<file path="config.mk">
export PLATFORM = sky130hd
export DESIGN_NAME = adder16_seq_ctrl
export DESIGN_NICKNAME = d
export VERILOG_FILES = /design/src/rtl/adder_pkg.sv /design/src/rtl/nibble_add.sv /design/src/rtl/adder16_seq_ctrl.sv
export SDC_FILE = /design/constraint.sdc
export NUM_CORES = 1
export LEC_CHECK = 0
export CAP_MARGIN = 5
export CELL_PAD_IN_SITES_DETAIL_PLACEMENT = 1
export CELL_PAD_IN_SITES_GLOBAL_PLACEMENT = 1
export CORE_UTILIZATION = 35
export CTS_BUF_LIST = sky130_fd_sc_hd__clkbuf_16
export DETAILED_ROUTE_END_ITERATION = 16
export PLACE_DENSITY = 0.76
export SLEW_MARGIN = 20
export SYNTH_ARGS = -nofsm -noshare
export SYNTH_HDL_FRONTEND = slang
export SYNTH_SLANG_ARGS = --single-unit
</file>
<file path="constraint.sdc">
create_clock -name clk -period 10.3 [get_ports clk]
set_clock_uncertainty 0.2 [all_clocks]
set_input_delay 1.545 -clock clk [delete_from_list [all_inputs] [get_ports clk]]
set_output_delay 1.545 -clock clk [all_outputs]
set_load 0.02 [all_outputs]
</file>
<file path="src/rtl/adder_pkg.sv">
// ============================================================================
// Module : adder_pkg
// Brief  : Shared types and constants for the nibble-serial add sequencer.
// Rev    : 1.0  initial release
// ============================================================================
`default_nettype none

package adder_pkg;

    localparam int c_SLICE_W = 4;

    typedef enum logic [1:0] {
        ST_IDLE = 2'd0,
        ST_RUN  = 2'd1,
        ST_DONE = 2'd2
    } state_t;

    typedef struct packed {
        logic sign;
        logic zero;
        logic carry;
        logic parity;
        logic overflow;
    } flags_t;

endpackage

`default_nettype wire

</file>
<file path="src/rtl/nibble_add.sv">
// ============================================================================
// Module : nibble_add
// Brief  : Single 4-bit add slice with carry in/out.
// Rev    : 1.0  initial release
// ============================================================================
`default_nettype none

module nibble_add
    import adder_pkg::*;
(
    input  logic [c_SLICE_W-1:0] a,
    input  logic [c_SLICE_W-1:0] b,
    input  logic                 cin,
    output logic [c_SLICE_W-1:0] s,
    output logic                 cout
);

    logic [c_SLICE_W:0] w_sum;

    assign w_sum = {1'b0, a} + {1'b0, b} + {{c_SLICE_W{1'b0}}, cin};
    assign s     = w_sum[c_SLICE_W-1:0];
    assign cout  = w_sum[c_SLICE_W];

endmodule

`default_nettype wire

</file>
<file path="src/rtl/adder16_seq_ctrl.sv">
// ============================================================================
// Module : adder16_seq_ctrl
// Brief  : Nibble-serial W-bit add sequencer with start/done handshake and
//          sign/zero/carry/parity/overflow flags. Define ADDSEQ_SUB_EN to add
//          the op port (op=1 computes x - y).
// Rev    : 1.0  initial release
// ============================================================================
`default_nettype none

module adder16_seq_ctrl
    import adder_pkg::*;
#(
    parameter int W = 16
) (
    input  logic         clk,
    input  logic         rst,
    input  logic         start,
`ifdef ADDSEQ_SUB_EN
    input  logic         op,
`endif
    input  logic [W-1:0] x,
    input  logic [W-1:0] y,
    output logic         ready,
    output logic         done,
    output logic [W-1:0] z,
    output logic         sign,
    output logic         zero,
    output logic         carry,
    output logic         parity,
    output logic         overflow
);

    // W must be a multiple of the slice width
    localparam int c_NSLICE = W / c_SLICE_W;
    localparam int c_IDX_W  = (c_NSLICE > 1) ? $clog2(c_NSLICE) : 1;
    localparam logic [c_IDX_W-1:0] c_LAST = c_IDX_W'(c_NSLICE - 1);

    state_t                 r_state;
    state_t                 w_state_next;
    logic [c_IDX_W-1:0]     r_idx;
    logic                   r_cy;
    logic [W-1:0]           r_a;
    logic [W-1:0]           r_b;
    logic [W-1:0]           r_zsh;
    logic [W-1:0]           r_z;
    flags_t                 r_flags;
    logic                   r_done;

    logic                   w_accept;
    logic                   w_last;
    logic [W-1:0]           w_b_eff;
    logic                   w_cin0;
    logic [c_SLICE_W-1:0]   w_na;
    logic [c_SLICE_W-1:0]   w_nb;
    logic [c_SLICE_W-1:0]   w_s;
    logic                   w_cout;
    logic [W-1:0]           w_z_next;
    flags_t                 w_flags_next;

    // Subtraction folds into the adder as A + ~B + 1
`ifdef ADDSEQ_SUB_EN
    assign w_b_eff = op ? ~y : y;
    assign w_cin0  = op;
`else
    assign w_b_eff = y;
    assign w_cin0  = 1'b0;
`endif

    assign w_accept = (r_state == ST_IDLE) && start;
    assign w_last   = (r_state == ST_RUN) && (r_idx == c_LAST);

    assign w_na = r_a[r_idx*c_SLICE_W +: c_SLICE_W];
    assign w_nb = r_b[r_idx*c_SLICE_W +: c_SLICE_W];

    nibble_add u_slice (
        .a    (w_na),
        .b    (w_nb),
        .cin  (r_cy),
        .s    (w_s),
        .cout (w_cout)
    );

    // Full result as it will look once the final nibble lands
    always_comb begin
        w_z_next = r_zsh;
        w_z_next[r_idx*c_SLICE_W +: c_SLICE_W] = w_s;

        w_flags_next.sign     = w_z_next[W-1];
        w_flags_next.zero     = ~|w_z_next;
        w_flags_next.carry    = w_cout;
        w_flags_next.parity   = ~^w_z_next;
        w_flags_next.overflow = (r_a[W-1] & r_b[W-1] & ~w_z_next[W-1]) |
                                (~r_a[W-1] & ~r_b[W-1] & w_z_next[W-1]);
    end

    always_comb begin
        w_state_next = r_state;
        case (r_state)
            ST_IDLE: if (start)  w_state_next = ST_RUN;
            ST_RUN:  if (w_last) w_state_next = ST_DONE;
            ST_DONE: w_state_next = ST_IDLE;
            default: w_state_next = ST_IDLE;
        endcase
    end

    always_ff @(posedge clk or posedge rst) begin
        if (rst) begin
            r_state <= ST_IDLE;
        end else begin
            r_state <= w_state_next;
        end
    end

    always_ff @(posedge clk or posedge rst) begin
        if (rst) begin
            r_idx   <= '0;
            r_cy    <= 1'b0;
            r_a     <= '0;
            r_b     <= '0;
            r_zsh   <= '0;
            r_z     <= '0;
            r_flags <= '0;
            r_done  <= 1'b0;
        end else begin
            r_done <= w_last;
            if (w_accept) begin
                r_a   <= x;
                r_b   <= w_b_eff;
                r_cy  <= w_cin0;
                r_idx <= '0;
            end else if (r_state == ST_RUN) begin
                r_zsh[r_idx*c_SLICE_W +: c_SLICE_W] <= w_s;
                r_cy <= w_cout;
                if (w_last) begin
                    r_idx   <= '0;
                    r_z     <= w_z_next;
                    r_flags <= w_flags_next;
                end else begin
                    r_idx <= r_idx + 1'b1;
                end
            end
        end
    end

    assign ready    = (r_state == ST_IDLE);
    assign done     = r_done;
    assign z        = r_z;
    assign sign     = r_flags.sign;
    assign zero     = r_flags.zero;
    assign carry    = r_flags.carry;
    assign parity   = r_flags.parity;
    assign overflow = r_flags.overflow;

endmodule

`default_nettype wire

</file>
==> reports/results.ini <==
[sta]
setup_tns_ps=0
tightestPinTransition_ps=977
fmax_mhz=225
period_needed_ps=4440
relSlewSlack_pct=34.8
setup_ws_ps=5860
hold_viol_final=0
setup_violations=0
slew_viol_final=0
rsz0062_at_grt=no
period_share_pct=43.1

[worst_setup_path]
slowest_stage=dfrtp_1
cp-start-kind=register
required_ps=10300
r2r_start=r_idx[0]
cp-end-kind=register
crit_type=reg2reg
path_max_fanout=18
timing.rr.end=parity
cpMostUsedCell=xnor2_1
crit_buf_inv=0
critPathTopFamily=XOR/XNOR gates
crit_path_cell_trace=mux4_2, fa_1, a21o_1, a21oi_1, xnor2_1, a22oi_1, ha_1, xnor2_1, xnor2_1, xnor3_1, xnor2_1, o21ai_1
slowest_delay_ps=820
crit_arrival_ps=4440
reg2reg_slack_ps=5860
reg2reg_depth=12

[placement]
routabilityCongestion=0.773
place_ws_ps=5820
numPortBuffers=57
dp_hpwl_um=5920

[layout]
n_antenna_cell=0
drive_gt1_share_pct=7.28
final_util_pct=45.8
area_growth_pct=27.4
nets=460

[global_route]
grt_busiest_layer=met2
antenna_found_initial=0
met1_usage_pct=22.5
track_usage_pct=18.1
grt_pass1_wl_um=14200
globalRouteMet3Util_pct=4.35
grt_pass1_vias=2872
grt_overflow=0
grt_max_degree=74
grt_use_met2_pct=31.0

[synthesis]
syn_avg_cell_area_sq_um=9.78
synth_cells=356
synth.most_common_cell=nand2_1
synth-warning-count=0
synthTopCellsByArea=dfrtp_1, nand2_1, ha_1, mux4_2, o21ai_0
synth_cell_types=38
synth_edf_count=0
ys_seq_elements=73
ys.flop_type=dfrtp_1
synthArstFlopShare_pct=100
syn_area_sq_um=3480
synth_commonest_cells=nand2_1, dfrtp_1, o21ai_0
yosysSeqAreaShare_pct=52.5
yosysTopAreaCell=dfrtp_1
yosys.area.top_type_share_pct=52.5
syn-num-nets=408

[clocking]
htreeDepth=3
cts-hold-fix-buffers=0
cts_tree=done
clockBufferDepth=2
clkSinkCount=73
cts_root_buf=clkbuf_16
clk_pin_slew_ps=60
cts_setup_buffers=0
cts_buffers=9
clkLatencyLatePin_ps=330
cts_resized=0

[die]
pin_count=58
die_area_sq_um=10300
core-area_sq_um=9680
die_h_um=102
start_util_pct=35.9
row_count=36
die_w_um=102

[detailed_routing]
via_per_inst=4.85
drc=0
wl_per_cell_um=15.2
firstDrtPassIters=4
drtIter0Drc=106
drtAntennaViolNets=0
dr_total_vias=2645
wl_um=8280

[run_status]
status=finished, final reports clean

[pwr]
swShare_pct=40.3
pwr-share-comb_pct=50.1
p_seq_share_pct=31.1
total_power_uw=1560
powerDensity_nw_per_um2=352
vdd_drop_max_v=0.000138
switchingPower_uw=630
clkPwrFrac_pct=18.8
internal_power_uw=932
power_leakage_uw=0.00209

[worst_hold_path]
whs_endpoint=r_a[4]
whs_path_depth=2
worstHoldPathType=reg2reg
hp-start=r_a[4]

[run]
max-cap-violations=0

tightest hold or removal path, cell delays in order, from the launching register on:
cell and delay, ps:
dfrtp_1 340, nand2_1 50, nand2_1 50
power by group through the flow:
stage | combinational [uW] | clock [uW] | sequential, uW
finish | 783 | 293 | 485
global route | 866 | 312 | 503
CTS | 793 | 300 | 487
detailed placement | 783 | 0 | 492
global placement | 753 | 0 | 485
floorplan | 555 | 0 | 482
how the worst max path moves through the flow:
stage | cells past startpoint | endpoint | slack (ps) | start
6_report | 12 | parity | 5860 | r_idx[0]
5_1_grt | 12 | parity | 5480 | r_idx[0]
4_1_cts | 12 | parity | 5790 | r_idx[0]
3_5_place_dp | 12 | parity | 5820 | r_idx[0]
3_3_place_gp | 12 | parity | 6000 | r_idx[0]
2_1_floorplan | 14 | parity | 6360 | r_idx[0]
stage by stage:
stage               hold slack [ps]  area [sq um]  cells
floorplan                       237          3480    356
global placement                252          4150    530
global route                    302          4430    545
finish                          274          4430    545
CTS                             276          4430    545
detailed placement              263          4150    530
cells in the final DEF, fill, tap and decap left out, types with 2 or more instances in the layout:
| cell type | n |
|---|---|
| nand4_1 | 2 |
| clkinv_1 | 2 |
| nor2_1 | 4 |
| nand2_1 | 133 |
| dfrtp_1 | 73 |
| nand2_2 | 2 |
| mux4_2 | 7 |
| nor2b_1 | 5 |
| xnor2_1 | 6 |
| ha_1 | 15 |
| inv_1 | 13 |
| clkdlybuf4s50_1 | 57 |
| clkinv_2 | 2 |
| a21oi_1 | 9 |
| o21ai_0 | 30 |
| a22oi_1 | 9 |
| buf_4 | 2 |
| clkbuf_16 | 9 |
| nor3_1 | 3 |
| nand3_1 | 5 |
| a21o_1 | 2 |
| fa_1 | 2 |
registers in the layout, indices dropped and copies added (netlist names):
| signal | count |
|---|---|
| carry | 1 |
| done | 1 |
| overflow | 1 |
| parity | 1 |
| r_a | 16 |
| r_b | 16 |
| r_cy | 1 |
| r_idx | 2 |
| r_state | 2 |
| r_zsh | 15 |
| z | 16 |
| zero | 1 |
layer usage:
metal	wire, um	share of wire, %	vias up
met5	0	0	-
met4	110	1.3	0
met3	315	3.8	12
met2	4190	51	63
met1	3660	44	1290
li1	-	-	1280
final cells by class:
cell class / count / area [sq um]
repair buffers: 59 / 586
well taps: 133 / 166
clock buffers: 9 / 225
clock inverters: 6 / 51.3
flip-flops and latches: 73 / 1830
inverters: 13 / 48.8
fillers: 1118 / 5250
multi-input cells: 252 / 1530
kinds of logic after synthesis:
group	share of synthesized area, %
fa+ha+maj	6.54
flops	52.5
compound gates	9.06
simple gates	19.3
mux	6.00
buf+inv	3.70
xor+xnor	2.88
No activity file was read; power rests on OpenSTA's default activity.
